[src/rtl/control_sequencer_pkg.sv]
// Shared definitions for the hardwired control sequencer: opcodes, ALU selects,
// sequencer modes and the control-strobe bundle.
package control_sequencer_pkg;

    localparam int unsigned STEP_W = 3;

    typedef enum logic [1:0] {
        MODE_RESET = 2'd0,
        MODE_RUN   = 2'd1,
        MODE_HALT  = 2'd2
    } mode_t;

    typedef enum logic [4:0] {
        OP_LD   = 5'b00000, OP_LDI  = 5'b00001, OP_ST   = 5'b00010,
        OP_ADD  = 5'b00011, OP_SUB  = 5'b00100, OP_AND  = 5'b00101,
        OP_OR   = 5'b00110, OP_SHR  = 5'b00111, OP_SHL  = 5'b01000,
        OP_ROR  = 5'b01001, OP_ROL  = 5'b01010, OP_ADDI = 5'b01011,
        OP_ANDI = 5'b01100, OP_ORI  = 5'b01101, OP_MUL  = 5'b01110,
        OP_DIV  = 5'b01111, OP_NEG  = 5'b10000, OP_NOT  = 5'b10001,
        OP_BR   = 5'b10010, OP_JR   = 5'b10011, OP_JAL  = 5'b10100,
        OP_IN   = 5'b10101, OP_OUT  = 5'b10110, OP_MFHI = 5'b10111,
        OP_MFLO = 5'b11000, OP_NOP  = 5'b11001, OP_HALT = 5'b11010
    } opcode_t;

    typedef enum logic [3:0] {
        ALU_AND = 4'd0, ALU_OR  = 4'd1, ALU_ADD = 4'd2,  ALU_SUB = 4'd3,
        ALU_MUL = 4'd4, ALU_DIV = 4'd5, ALU_SHR = 4'd6,  ALU_SHL = 4'd7,
        ALU_ROR = 4'd8, ALU_ROL = 4'd9, ALU_NEG = 4'd10, ALU_NOT = 4'd11
    } alu_op_t;

    typedef struct packed {
        logic    pc_out;
        logic    zhigh_out;
        logic    zlow_out;
        logic    mdr_out;
        logic    high_out;
        logic    low_out;
        logic    in_port_out;
        logic    c_out;
        logic    ba_out;
        logic    r_out;
        logic    mar_in;
        logic    zhigh_in;
        logic    zlow_in;
        logic    high_in;
        logic    low_in;
        logic    pc_in;
        logic    mdr_in;
        logic    ir_in;
        logic    y_in;
        logic    r_in;
        logic    out_port_in;
        logic    con_in;
        logic    gra;
        logic    grb;
        logic    grc;
        logic    inc_pc;
        logic    read;
        logic    ram_enable;
        logic    r15_enable;
        logic    pc_enable;
        alu_op_t control;
    } ctrl_t;

    function automatic alu_op_t alu_op_for(input opcode_t op);
        case (op)
            OP_ADD, OP_ADDI: return ALU_ADD;
            OP_SUB:          return ALU_SUB;
            OP_AND, OP_ANDI: return ALU_AND;
            OP_OR,  OP_ORI:  return ALU_OR;
            OP_SHR:          return ALU_SHR;
            OP_SHL:          return ALU_SHL;
            OP_ROR:          return ALU_ROR;
            OP_ROL:          return ALU_ROL;
            OP_MUL:          return ALU_MUL;
            OP_DIV:          return ALU_DIV;
            OP_NEG:          return ALU_NEG;
            OP_NOT:          return ALU_NOT;
            default:         return ALU_AND;
        endcase
    endfunction

    // Index of the final T-state of each instruction; fetch always occupies T0..T2.
    function automatic logic [STEP_W-1:0] last_step(input opcode_t op);
        case (op)
            OP_LD, OP_ST:                           return 3'd7;
            OP_MUL, OP_DIV, OP_BR:                  return 3'd6;
            OP_LDI, OP_ADD, OP_SUB, OP_AND, OP_OR,
            OP_SHR, OP_SHL, OP_ROR, OP_ROL,
            OP_ADDI, OP_ANDI, OP_ORI:               return 3'd5;
            OP_NEG, OP_NOT, OP_JAL:                 return 3'd4;
            default:                                return 3'd3;
        endcase
    endfunction

endpackage

[src/rtl/control_sequencer_step_counter.sv]
// T-state counter: synchronous active-low clear, load-zero at instruction end,
// otherwise advances one step per clock.
module step_counter
    import control_sequencer_pkg::*;
(
    input  logic              clk,
    input  logic              clear_n,
    input  logic              end_of_instr,
    output logic [STEP_W-1:0] step
);

    always_ff @(posedge clk) begin
        if (!clear_n) begin
            step <= '0;
        end else if (end_of_instr) begin
            step <= '0;
        end else begin
            step <= step + 1'b1;
        end
    end

endmodule

[src/rtl/control_sequencer.sv]
// Hardwired control unit: steps T-states and decodes IR[31:27] into one
// datapath strobe set per clock.
module control_sequencer
    import control_sequencer_pkg::*;
#(
    parameter int unsigned MAX_STEP = 7,
    parameter int unsigned ALU_W    = 4
) (
    input  logic             Clock,
    input  logic             Clear,
    input  logic [31:0]      IR,
    input  logic             CON_FF,
    input  logic             Stop,
    output logic             Run,
    output logic             PCout,
    output logic             Zhighout,
    output logic             Zlowout,
    output logic             MDRout,
    output logic             highout,
    output logic             lowout,
    output logic             inPortOut,
    output logic             Cout,
    output logic             BAout,
    output logic             Rout,
    output logic             MARin,
    output logic             Zhighin,
    output logic             Zlowin,
    output logic             highin,
    output logic             lowin,
    output logic             PCin,
    output logic             MDRin,
    output logic             IRin,
    output logic             Yin,
    output logic             Rin,
    output logic             outPortIn,
    output logic             con_in,
    output logic             Gra,
    output logic             Grb,
    output logic             Grc,
    output logic             IncPC,
    output logic             Read,
    output logic             ram_enable,
    output logic             R15_enable,
    output logic             PC_enable,
    output logic [ALU_W-1:0] CONTROL
);

    mode_t             mode;
    mode_t             mode_next;
    opcode_t           opcode;
    logic [STEP_W-1:0] step;
    logic              end_of_instr;
    logic              halt_op;
    ctrl_t             ctl;

    // CON_FF only gates the PC load inside the datapath; operand fields are not decoded here.
    logic unused_inputs;
    assign unused_inputs = ^{CON_FF, IR[26:0]};

    assign opcode  = opcode_t'(IR[31:27]);
    assign halt_op = (step == 3'd3) && (opcode == OP_HALT);

    // Outside RUN the counter is pinned at T0 so leaving RESET always starts a fetch.
    assign end_of_instr = (mode != MODE_RUN)
                       || (step == last_step(opcode))
                       || (step == STEP_W'(MAX_STEP));

    step_counter u_step_counter (
        .clk          (Clock),
        .clear_n      (Clear),
        .end_of_instr (end_of_instr),
        .step         (step)
    );

    always_ff @(posedge Clock) begin
        if (!Clear) begin
            mode <= MODE_RESET;
        end else begin
            mode <= mode_next;
        end
    end

    always_comb begin
        mode_next = mode;
        case (mode)
            MODE_RESET: mode_next = MODE_RUN;
            MODE_RUN: begin
                if (halt_op || (end_of_instr && Stop)) begin
                    mode_next = MODE_HALT;
                end
            end
            MODE_HALT: mode_next = MODE_HALT;
            default:   mode_next = MODE_RESET;
        endcase
    end

    always_comb begin
        ctl = '0;
        if (mode == MODE_RUN) begin
            case (step)
                3'd0: begin
                    ctl.pc_out  = 1'b1;
                    ctl.mar_in  = 1'b1;
                    ctl.inc_pc  = 1'b1;
                    ctl.zlow_in = 1'b1;
                end
                3'd1: begin
                    ctl.zlow_out = 1'b1;
                    ctl.pc_in    = 1'b1;
                    ctl.read     = 1'b1;
                    ctl.mdr_in   = 1'b1;
                end
                3'd2: begin
                    ctl.mdr_out = 1'b1;
                    ctl.ir_in   = 1'b1;
                end
                default: begin
                    case (opcode)
                        OP_ADD, OP_SUB, OP_AND, OP_OR, OP_SHR, OP_SHL, OP_ROR, OP_ROL,
                        OP_ADDI, OP_ANDI, OP_ORI: begin
                            case (step)
                                3'd3: begin
                                    ctl.grb   = 1'b1;
                                    ctl.r_out = 1'b1;
                                    ctl.y_in  = 1'b1;
                                end
                                3'd4: begin
                                    if (opcode inside {OP_ADDI, OP_ANDI, OP_ORI}) begin
                                        ctl.c_out = 1'b1;
                                    end else begin
                                        ctl.grc   = 1'b1;
                                        ctl.r_out = 1'b1;
                                    end
                                    ctl.control = alu_op_for(opcode);
                                    ctl.zlow_in = 1'b1;
                                end
                                3'd5: begin
                                    ctl.zlow_out = 1'b1;
                                    ctl.gra      = 1'b1;
                                    ctl.r_in     = 1'b1;
                                end
                                default: ;
                            endcase
                        end
                        OP_NEG, OP_NOT: begin
                            case (step)
                                3'd3: begin
                                    ctl.grb     = 1'b1;
                                    ctl.r_out   = 1'b1;
                                    ctl.control = alu_op_for(opcode);
                                    ctl.zlow_in = 1'b1;
                                end
                                3'd4: begin
                                    ctl.zlow_out = 1'b1;
                                    ctl.gra      = 1'b1;
                                    ctl.r_in     = 1'b1;
                                end
                                default: ;
                            endcase
                        end
                        OP_MUL, OP_DIV: begin
                            case (step)
                                3'd3: begin
                                    ctl.gra   = 1'b1;
                                    ctl.r_out = 1'b1;
                                    ctl.y_in  = 1'b1;
                                end
                                3'd4: begin
                                    ctl.grb      = 1'b1;
                                    ctl.r_out    = 1'b1;
                                    ctl.control  = alu_op_for(opcode);
                                    ctl.zhigh_in = 1'b1;
                                    ctl.zlow_in  = 1'b1;
                                end
                                3'd5: begin
                                    ctl.zlow_out = 1'b1;
                                    ctl.low_in   = 1'b1;
                                end
                                3'd6: begin
                                    ctl.zhigh_out = 1'b1;
                                    ctl.high_in   = 1'b1;
                                end
                                default: ;
                            endcase
                        end
                        OP_LD, OP_LDI, OP_ST: begin
                            case (step)
                                3'd3: begin
                                    ctl.grb    = 1'b1;
                                    ctl.ba_out = 1'b1;
                                    ctl.y_in   = 1'b1;
                                end
                                3'd4: begin
                                    ctl.c_out   = 1'b1;
                                    ctl.control = ALU_ADD;
                                    ctl.zlow_in = 1'b1;
                                end
                                3'd5: begin
                                    ctl.zlow_out = 1'b1;
                                    if (opcode == OP_LDI) begin
                                        ctl.gra  = 1'b1;
                                        ctl.r_in = 1'b1;
                                    end else begin
                                        ctl.mar_in = 1'b1;
                                    end
                                end
                                3'd6: begin
                                    ctl.mdr_in = 1'b1;
                                    if (opcode == OP_ST) begin
                                        ctl.gra   = 1'b1;
                                        ctl.r_out = 1'b1;
                                    end else begin
                                        ctl.read = 1'b1;
                                    end
                                end
                                3'd7: begin
                                    if (opcode == OP_ST) begin
                                        ctl.ram_enable = 1'b1;
                                    end else begin
                                        ctl.mdr_out = 1'b1;
                                        ctl.gra     = 1'b1;
                                        ctl.r_in    = 1'b1;
                                    end
                                end
                                default: ;
                            endcase
                        end
                        OP_BR: begin
                            case (step)
                                3'd3: begin
                                    ctl.gra    = 1'b1;
                                    ctl.r_out  = 1'b1;
                                    ctl.con_in = 1'b1;
                                end
                                3'd4: begin
                                    ctl.pc_out = 1'b1;
                                    ctl.y_in   = 1'b1;
                                end
                                3'd5: begin
                                    ctl.c_out   = 1'b1;
                                    ctl.control = ALU_ADD;
                                    ctl.zlow_in = 1'b1;
                                end
                                3'd6: begin
                                    ctl.zlow_out  = 1'b1;
                                    ctl.pc_enable = 1'b1;
                                end
                                default: ;
                            endcase
                        end
                        OP_JR: begin
                            if (step == 3'd3) begin
                                ctl.gra   = 1'b1;
                                ctl.r_out = 1'b1;
                                ctl.pc_in = 1'b1;
                            end
                        end
                        OP_JAL: begin
                            if (step == 3'd3) begin
                                ctl.pc_out     = 1'b1;
                                ctl.r15_enable = 1'b1;
                                ctl.r_in       = 1'b1;
                            end else if (step == 3'd4) begin
                                ctl.gra   = 1'b1;
                                ctl.r_out = 1'b1;
                                ctl.pc_in = 1'b1;
                            end
                        end
                        OP_IN: begin
                            if (step == 3'd3) begin
                                ctl.in_port_out = 1'b1;
                                ctl.gra         = 1'b1;
                                ctl.r_in        = 1'b1;
                            end
                        end
                        OP_OUT: begin
                            if (step == 3'd3) begin
                                ctl.gra         = 1'b1;
                                ctl.r_out       = 1'b1;
                                ctl.out_port_in = 1'b1;
                            end
                        end
                        OP_MFHI: begin
                            if (step == 3'd3) begin
                                ctl.high_out = 1'b1;
                                ctl.gra      = 1'b1;
                                ctl.r_in     = 1'b1;
                            end
                        end
                        OP_MFLO: begin
                            if (step == 3'd3) begin
                                ctl.low_out = 1'b1;
                                ctl.gra     = 1'b1;
                                ctl.r_in    = 1'b1;
                            end
                        end
                        default: ;
                    endcase
                end
            endcase
        end
    end

    assign Run        = (mode == MODE_RUN);
    assign PCout      = ctl.pc_out;
    assign Zhighout   = ctl.zhigh_out;
    assign Zlowout    = ctl.zlow_out;
    assign MDRout     = ctl.mdr_out;
    assign highout    = ctl.high_out;
    assign lowout     = ctl.low_out;
    assign inPortOut  = ctl.in_port_out;
    assign Cout       = ctl.c_out;
    assign BAout      = ctl.ba_out;
    assign Rout       = ctl.r_out;
    assign MARin      = ctl.mar_in;
    assign Zhighin    = ctl.zhigh_in;
    assign Zlowin     = ctl.zlow_in;
    assign highin     = ctl.high_in;
    assign lowin      = ctl.low_in;
    assign PCin       = ctl.pc_in;
    assign MDRin      = ctl.mdr_in;
    assign IRin       = ctl.ir_in;
    assign Yin        = ctl.y_in;
    assign Rin        = ctl.r_in;
    assign outPortIn  = ctl.out_port_in;
    assign con_in     = ctl.con_in;
    assign Gra        = ctl.gra;
    assign Grb        = ctl.grb;
    assign Grc        = ctl.grc;
    assign IncPC      = ctl.inc_pc;
    assign Read       = ctl.read;
    assign ram_enable = ctl.ram_enable;
    assign R15_enable = ctl.r15_enable;
    assign PC_enable  = ctl.pc_enable;
    assign CONTROL    = ALU_W'(ctl.control);

endmodule

[config.mk]
export PLATFORM = sky130hd
export DESIGN_NAME = control_sequencer
export DESIGN_NICKNAME = d
export VERILOG_FILES = /design/src/rtl/control_sequencer_pkg.sv /design/src/rtl/control_sequencer_step_counter.sv /design/src/rtl/control_sequencer.sv
export SDC_FILE = /design/constraint.sdc
export NUM_CORES = 1
export LEC_CHECK = 0
export ABC_AREA = 0
export CORE_ASPECT_RATIO = 1.1
export CORE_MARGIN = 4
export CORE_UTILIZATION = 41
export DETAILED_ROUTE_END_ITERATION = 8
export GPL_TIMING_DRIVEN = 0
export PLACE_DENSITY = 0.8
export REMOVE_ABC_BUFFERS = 1
export SYNTH_ARGS = -nofsm -noshare
export SYNTH_HDL_FRONTEND = slang
export SYNTH_HIERARCHICAL = 1
export SYNTH_SLANG_ARGS = --single-unit
[constraint.sdc]
create_clock -name Clock -period 2.65 [get_ports Clock]
set_input_delay 0.3975 -clock Clock [delete_from_list [all_inputs] [get_ports Clock]]
set_output_delay 0.3975 -clock Clock [all_outputs]
set_load 0.02 [all_outputs]
==> reports/qor.yml <==
finalHoldWorstSlack_ns: 0.535
drt_iter0_drc: 260
min_path_cells: 2
drt_wl_total_um: 4800
synth_seq_cells: 5
fillers: 322
wl_per_cell_um: 15.3
dp_hpwl_um: 3260
clkTransAtPathRegs_ns: 0.04
placed_area_sq_um: 1830
worstSkewPairLatency_ns: 0.23
instances_no_fill: 314
drv_cap: 0
hp-class: "reg2reg"
numPortBuffers: 42
grtUsageTotal: 0.207
worstPathMaxFanout: 8
run_status: "completed"
whs_endpoint: "mode[1]$_SDFFE_PN0P_"
syn-cell-area_sq_um: 1430
multi_input_area_sq_um: 1380
initial_core_util: 0.427
htreeDepth: 1
register_area_sq_um: 111
synth_edf_count: 0
cp-end-kind: "primary output"
dieArea_sq_um: 4510
root_buffer: "clkbuf_4"
gr-total-overflow: 0
syn-instance-count: 224
slew_headroom: 0.756
drive_gt1_frac: 0.237
slew_violations: 0
fmax_mhz: 387
grt_pass1_wl_um: 7890
rows: 22
vias: 1853
r2r_slack_ns: 1.01
cts_sinks: 5
synthToLayoutAreaGrowth_pct: 47.4
core-area_sq_um: 3360
antenna_cells: 0
antenna_found_initial: 0
min_period_over_period: 0.974
layout.nets: 312
skew_ns: 0.00244
ys_seq_area_frac: 0.0698
cts_tree: "yes"
avgSynthCellArea_sq_um: 6.40
ioPinCount: 71
holdCritStartpoint: "mode[1]$_SDFFE_PN0P_"
fin_util: 0.629
p_leak_nw: 0.863
reg2reg_from: "u_step_counter/step[0]$_SDFF_PP0_"
cts_buffer_depth: 2
critPathLaunchType: "input port"
grt_pass1_vias: 1702
vias_per_cell: 5.90
worstSetupPathType: "in2out"
p_per_area_nw_per_um2: 370
gp_congestion: 0.937
finalSetupViolCount: 0
chipHeight_um: 70.0
synthArstFlopShare: 0
grt_max_degree: 25
yosys_warnings: 6
critical_path.startpoint: "IR[28]"
r2r_end: "mode[1]$_SDFFE_PN0P_"
fin_setup_tns_ns: 0
final_area_sq_um: 2110
r2r_cells: 5
crit_required_ns: 2.25
worstPathArrival_ns: 2.18
finalHoldViolCount: 0
tightest_slew_ns: 0.366
numCtsBuffers: 3
dp.cells: 296
synth_ff_type: "dfxtp_1"
ant_nets: 0
dieWidth_um: 64.4
vdd_drop_max_v: 0.000462
finalCriticalPeriod_ns: 2.58
ys_types: 56
drc_errors: 0
first_pass_iters: 6
-- where the power goes --
group	switching, mW	leakage, nW	internal, mW	total, mW
Sequential	0.0446	0.0432	0.0980	0.143
Clock	0.0263	0.0150	0.0566	0.0829
Combinational	0.316	0.805	0.241	0.557
Total	0.387	0.863	0.396	0.783
-- layer usage --
metal,routed length [um],up-vias,global-route usage
li1,-,901,-
met1,1890,841,0.261
met2,2470,99,0.365
met3,349,12,0.0273
met4,86,0,0.0563
met5,0,-,0
-- cell usage in the layout, fill, tap and decap left out, types with 7 or more instances in the layout --
cell | netlist | layout
buf_4 | 2 | 17
clkdlybuf4s50_1 | 0 | 19
and2_1 | 7 | 7
a21oi_1 | 12 | 12
nand2b_1 | 11 | 11
o21ai_0 | 13 | 12
nand2_1 | 19 | 19
nor2b_1 | 8 | 8
nand3_1 | 9 | 9
nor2_1 | 25 | 23
inv_1 | 11 | 9
nor3_1 | 12 | 9
-- cell families after synthesis --
logic type                 share of synthesized area
DFF                                           0.0698
and+or+nand+nor                                0.447
adders and majority gates                     0.0785
xor gates and xnor gates                      0.0122
AOI/OAI and AO/OA                              0.306
buffers and inverters                         0.0864
-- worst max path at each step --
stage / slack, ns / end / cells after the start
final: 0.07 / Rin / 11
after global routing: -0.03 / CONTROL[2] / 7
after CTS: 0.02 / Yin / 9
after detailed placement: -1.27 / CONTROL[2] / 8
after global placement: -1.23 / CONTROL[2] / 8
after floorplan: -0.02 / Zlowout / 7
-- Yosys cell counts (3+ instances only) --
library cell | number | area share
nor2_1 | 25 | 0.065
nand2_1 | 19 | 0.050
o21ai_0 | 13 | 0.045
a21oi_1 | 12 | 0.042
nor3_1 | 12 | 0.042
inv_1 | 11 | 0.029
nand2b_1 | 11 | 0.048
ha_1 | 9 | 0.079
nand3_1 | 9 | 0.031
nor2b_1 | 8 | 0.035
and2_1 | 7 | 0.031
clkbuf_1 | 7 | 0.018
a31oi_1 | 5 | 0.022
and3_1 | 5 | 0.022
buf_2 | 5 | 0.017
dfxtp_1 | 5 | 0.070
a21o_1 | 4 | 0.021
o22ai_1 | 4 | 0.017
a22oi_1 | 3 | 0.016
buf_1 | 3 | 0.0079
o211ai_1 | 3 | 0.016
o311ai_1 | 3 | 0.018
-- registers in the layout, indices dropped and copies added (netlist names) --
register / count
u_step_counter/step: 3
mode: 2
-- area by class of cell --
cell class	count	area share
timing repair buffer	56	0.234
clock buffer	4	0.0124
inverter	11	0.0219
tap	48	0.0284
sequential	5	0.0527
multi-input combinational	190	0.651
-- worst max-delay path: stages --
cell and delay, ns:
buf_6 0.12, inv_4 0.06, ha_4 0.17, or3_4 0.42
a21oi_4 0.19, buf_6 0.13, nor4b_1 0.04, o21ai_1 0.23
buf_4 0.15, a31oi_1 0.09, buf_4 0.18
-- through the flow --
stage	worst slack, ns	power (mW)
floorplan	-0.0160	0.441
global placement	-1.23	0.632
detailed placement	-1.27	0.644
CTS	0.0161	0.770
global route	-0.0342	0.843
finish	0.0687	0.783
-- what timing repair did --
item / in CTS / in global routing
pin swaps: 4 / 4
setup endpoints to repair: 34 / 20
resized for setup: 97 / 28
buffers inserted: 8 / 6
hold buffers: 0 / 0
cloned: 0 / 0
Note: power is estimated with default switching activity, not from simulation.
